--- config.mk ---
export PLATFORM = sky130hd
export DESIGN_NAME = risc_sequencer
export DESIGN_NICKNAME = d
export VERILOG_FILES = /design/src/rtl/risc_sequencer_pkg.sv /design/src/rtl/risc_sequencer_phase_counter.sv /design/src/rtl/risc_sequencer.sv
export SDC_FILE = /design/constraint.sdc
export NUM_CORES = 1
export LEC_CHECK = 0
export ABC_CLOCK_PERIOD_IN_PS = 1750
export CAP_MARGIN = 40
export CORE_AREA = 2 2 39 41
export CTS_CLUSTER_SIZE = 12
export DETAILED_ROUTE_END_ITERATION = 16
export DIE_AREA = 0 0 41 43
export DONT_BUFFER_PORTS = 1
export GPL_TIMING_DRIVEN = 0
export PLACE_DENSITY = 0.45
export SYNTH_ARGS = -nofsm -noshare
export SYNTH_HDL_FRONTEND = slang
export SYNTH_SLANG_ARGS = --single-unit
--- constraint.sdc ---
create_clock -name clk -period 1.75 [get_ports clk]
set_clock_uncertainty 0.1 [all_clocks]
set_input_delay 0.35 -clock clk [delete_from_list [all_inputs] [get_ports clk]]
set_output_delay 0.35 -clock clk [all_outputs]
set_load 0.005 [all_outputs]
--- src/rtl/risc_sequencer_pkg.sv ---
// Shared opcode and phase encodings for the 8-bit RISC core (decoder, ALU, sequencer).
package risc_sequencer_pkg;

  typedef enum logic [2:0] {
    OP_HLT = 3'd0,
    OP_SKZ = 3'd1,
    OP_ADD = 3'd2,
    OP_AND = 3'd3,
    OP_XOR = 3'd4,
    OP_LDA = 3'd5,
    OP_STO = 3'd6,
    OP_JMP = 3'd7
  } opcode_t;

  typedef enum logic [2:0] {
    PH_INST_ADDR  = 3'd0,
    PH_INST_FETCH = 3'd1,
    PH_INST_LOAD  = 3'd2,
    PH_IDLE       = 3'd3,
    PH_OP_ADDR    = 3'd4,
    PH_OP_FETCH   = 3'd5,
    PH_ALU_OP     = 3'd6,
    PH_STORE      = 3'd7
  } phase_t;

  // Opcodes that read an operand from memory and write the accumulator.
  function automatic logic is_aluop(logic [2:0] op);
    return (op == OP_ADD) || (op == OP_AND) || (op == OP_XOR) || (op == OP_LDA);
  endfunction

endpackage

--- src/rtl/risc_sequencer_phase_counter.sv ---
// Free-running 3-bit instruction phase counter; hold freezes it, reset forces phase 0.
module phase_counter (
  input  logic       clk,
  input  logic       rst,
  input  logic       hold,
  output logic [2:0] phase
);

  always_ff @(posedge clk) begin
    if (!rst)
      phase <= 3'd0;
    else if (!hold)
      phase <= phase + 3'd1;
  end

endmodule

--- src/rtl/risc_sequencer.sv ---
// Instruction sequencer: phase counter plus combinational control decode and halt latch.
module risc_sequencer
  import risc_sequencer_pkg::*;
(
  input  logic       clk,
  input  logic       rst,
  input  logic [2:0] opcode,
  input  logic       zero,
  output logic [2:0] phase,
  output logic       sel,
  output logic       rd,
  output logic       ld_ir,
  output logic       inc_pc,
  output logic       ld_pc,
  output logic       ld_ac,
  output logic       wr,
  output logic       data_e,
  output logic       halt
);

  logic halted;
  logic hlt_now;
  logic alu;

  // HLT seen in OP_ADDR: freeze the phase on this same edge so it stays at 4.
  assign hlt_now = !halted && (phase == PH_OP_ADDR) && (opcode == OP_HLT);
  assign alu     = is_aluop(opcode);

  always_ff @(posedge clk) begin
    if (!rst)
      halted <= 1'b0;
    else if (hlt_now)
      halted <= 1'b1;
  end

  phase_counter u_phase (
    .clk   (clk),
    .rst   (rst),
    .hold  (halted | hlt_now),
    .phase (phase)
  );

  always_comb begin
    sel    = 1'b0;
    rd     = 1'b0;
    ld_ir  = 1'b0;
    inc_pc = 1'b0;
    ld_pc  = 1'b0;
    ld_ac  = 1'b0;
    wr     = 1'b0;
    data_e = 1'b0;
    halt   = 1'b0;
    if (halted) begin
      halt = 1'b1;
    end else begin
      case (phase)
        PH_INST_ADDR: sel = 1'b1;
        PH_INST_FETCH: begin
          sel = 1'b1;
          rd  = 1'b1;
        end
        PH_INST_LOAD, PH_IDLE: begin
          sel   = 1'b1;
          rd    = 1'b1;
          ld_ir = 1'b1;
        end
        PH_OP_ADDR: begin
          inc_pc = 1'b1;
          halt   = (opcode == OP_HLT);
        end
        PH_OP_FETCH: rd = alu;
        PH_ALU_OP: begin
          rd     = alu;
          inc_pc = (opcode == OP_SKZ) && zero;
          ld_pc  = (opcode == OP_JMP);
          data_e = (opcode == OP_STO);
        end
        PH_STORE: begin
          rd     = alu;
          ld_ac  = alu;
          ld_pc  = (opcode == OP_JMP);
          wr     = (opcode == OP_STO);
          data_e = (opcode == OP_STO);
        end
        default: ;
      endcase
    end
  end

endmodule

==> impl_metrics.ini <==
[clocking]
cts-htree-levels = 1
cts.sinks = 4
cts_tree = done
cts_buffer_depth = 2
worstSkewPairLatency_ns = 0.23
clkTransAtPathRegs_ns = 0.03
clock-root-buffer = clkbuf_4
numCtsBuffers = 3

[synthesis]
synth-seq-area-share = 0.193
syn_inst = 55
ys_ff_latch = 4
synthesis.nets = 67
syn_avg_cell_area_um2 = 7.53
synthAdderAreaFrac = 0.181
synth_warnings = 0
synthDistinctLibCells = 25
netlist_area_um2 = 414
synth_xor_area_frac = 0.0211
synth_top_family_by_area = simple AND/OR/NAND/NOR gates
synth_compound_area_frac = 0.218
muxShareOfSynthArea = 0
yosys.area_share.simple = 0.317

[final_layout]
finalNetCount = 76
antenna_cells = 0
drive_gt1_frac = 0.403
area_growth_pct = 34.1

[global_route]
grt.overflow.total = 0
grt_start_max_net_pins = 11
grt_pass1_vias = 391
antenna_found_initial = 0
track_usage = 0.132
grt_pass1_wl_mm = 1.61

[worst_setup_path]
critPathRequiredTime_ns = 1.30
critPathKind = flip-flop to output pin
crit_fanout = 7
end_kind = output pin
cp-start-kind = flip-flop
arrival_ns = 1.38

[detailed_routing]
wirelength_mm = 1.03
vias_per_cell = 5.38
drtAntennaViolNets = 0
drt_pass1_iterations = 3
drc = 0
drt_iter0_markers = 4
vias = 420
wire_per_inst_um = 13.2

[pwr]
power_density_nw_per_um2 = 1170
power_leakage_nw = 0.210
peakVddDrop_mv = 0.588

[floorplanning]
die_area_um2 = 1760
fp.dieW_um = 41
rows = 14
die_y_um = 43
top_level_ports = 18
core-area_um2 = 1380
start_util = 0.299

[placed_design]
dp_hpwl_um = 725
port-buffer-count = 0
place_ws_ns = -0.0512
finalWeightedCongestion = 0.685

[sta]
final-hold-violation-count = 0
finalCritPeriodShare = 1.05
setup_viol = 4
max_freq_ghz = 0.545
worstMarginPinSlew_ns = 0.344
fin_ws_ns = -0.0840
rsz0062_at_grt = true
hold_ws_ns = 0.303
fin_crit_ns = 1.83
slew_viol_final = 0
maxSlewHeadroom = 0.769

[hold_path]
hp-class = input pin to flip-flop

[flow_run]
cap_viol_max_count = 0

[outcome]
status = finished, violations left
failed_checks = negative setup slack
-- repair_timing --
item                       CTS  global route
pin swaps                    6             0
setup endpoints to repair    7             8
hold buffers                 0             0
buffers inserted             3             1
resized for setup           16             3
-- layout make-up --
class	count	area (um^2)
multi-input combinational	44	364
timing repair buffer	4	26.3
inverter	5	23.8
buffer	2	10.0
sequential	4	88.8
tap	16	20.0
fill	152	828
clock buffer	3	22.5
-- registers in the layout, summed over array words and instances, names as in the netlist --
name and cells:
u_phase.phase 3, halted 1
-- cells by family (layout without fill, tap and decap cells) --
| family | after synthesis | count (layout) |
|---|---|---|
| AO/OA/AOI/OAI | 13 | 13 |
| XOR/XNOR | 1 | 1 |
| adder cells (fa/ha/maj) | 6 | 6 |
| buffers and inverters | 7 | 14 |
| flip-flops | 4 | 4 |
| AND/OR/NAND/NOR | 24 | 24 |
-- per-layer routing --
metal  global-route usage  up-vias  wire (um)
met5                    0        -          0
met4               0.0400        0          0
met3               0.0524        0         47
met2                0.213       12        500
met1                0.154      194        478
li1                     -      214          -
-- cell usage in the layout (no fill, tap or decap), drive strengths merged --
master	instances
nor2	8
buf	6
ha	6
inv	5
a21oi	5
dfxtp	4
nand2	3
clkbuf	3
a41oi	2
o21ai	2
nand4	2
and3	2
o211ai	2
nor4	2
and3b	1
nor3	1
xnor2	1
nor4b	1
o31a	1
or3	1
or2	1
a31oi	1
nand3	1
nor2b	1
-- synth_stat cells --
cell type,count,area (um^2)
nor2_1,7,26.3
ha_1,6,75.1
inv_1,5,18.8
dfxtp_1,4,80.1
a21oi_1,3,15.0
nand2_1,3,11.3
a21oi_2,2,17.5
a41oi_1,2,17.5
and3_1,2,12.5
buf_2,2,10.0
nand4_1,2,12.5
nor4_1,2,12.5
o211ai_1,2,15.0
o21ai_0,2,10.0
a31oi_1,1,6.26
and3b_4,1,12.5
nand3_1,1,5.00
nor2_2,1,6.26
nor2b_1,1,6.26
nor3_1,1,5.00
nor4b_1,1,8.76
o31a_1,1,8.76
or2_1,1,6.26
or3_1,1,6.26
xnor2_1,1,8.76
-- power breakdown --
part	switching [mW]	internal [mW]	total, mW
Sequential	0.0706	0.131	0.202
Clock	0.0328	0.0764	0.109
Combinational	0.176	0.162	0.338
-- worst max-delay path: stages, from the launching register on --
cell and delay [ns]:
dfxtp_4 0.41, inv_4 0.05, ha_4 0.16, or3_1 0.35
a21oi_2 0.12, nor2_1 0.06
-- stage by stage --
| step | TNS, ns | util | std cells | cell area (um^2) | power (mW) |
|---|---|---|---|---|---|
| 3_3_place_gp | -0.0685 | 0.315 | 71 | 435 | 0.451 |
| 4_1_cts | -0.273 | 0.388 | 77 | 537 | 0.639 |
| 5_1_grt | -0.649 | 0.401 | 78 | 556 | 0.722 |
| 3_5_place_dp | -0.0512 | 0.315 | 71 | 435 | 0.444 |
| 2_1_floorplan | 0 | - | 55 | 415 | 0.382 |
| 6_report | -0.212 | 0.401 | 78 | 556 | 0.649 |
-- path summary, 6_finish.rpt --
kind | start | slack [ns] | end | cells past startpoint
worst max-delay path | u_phase.phase[0]$_SDFFE_PN0N_ | -0.08 | sel | 5
worst min-delay path | opcode[2] | 0.30 | u_phase.phase[0]$_SDFFE_PN0N_ | 3
worst max register to register | u_phase.phase[0]$_SDFFE_PN0N_ | 0.36 | u_phase.phase[1]$_SDFFE_PN0N_ | 6
worst min register to register | u_phase.phase[1]$_SDFFE_PN0N_ | 0.50 | u_phase.phase[1]$_SDFFE_PN0N_ | 2
Note: power is estimated with default switching activity, not from simulation.
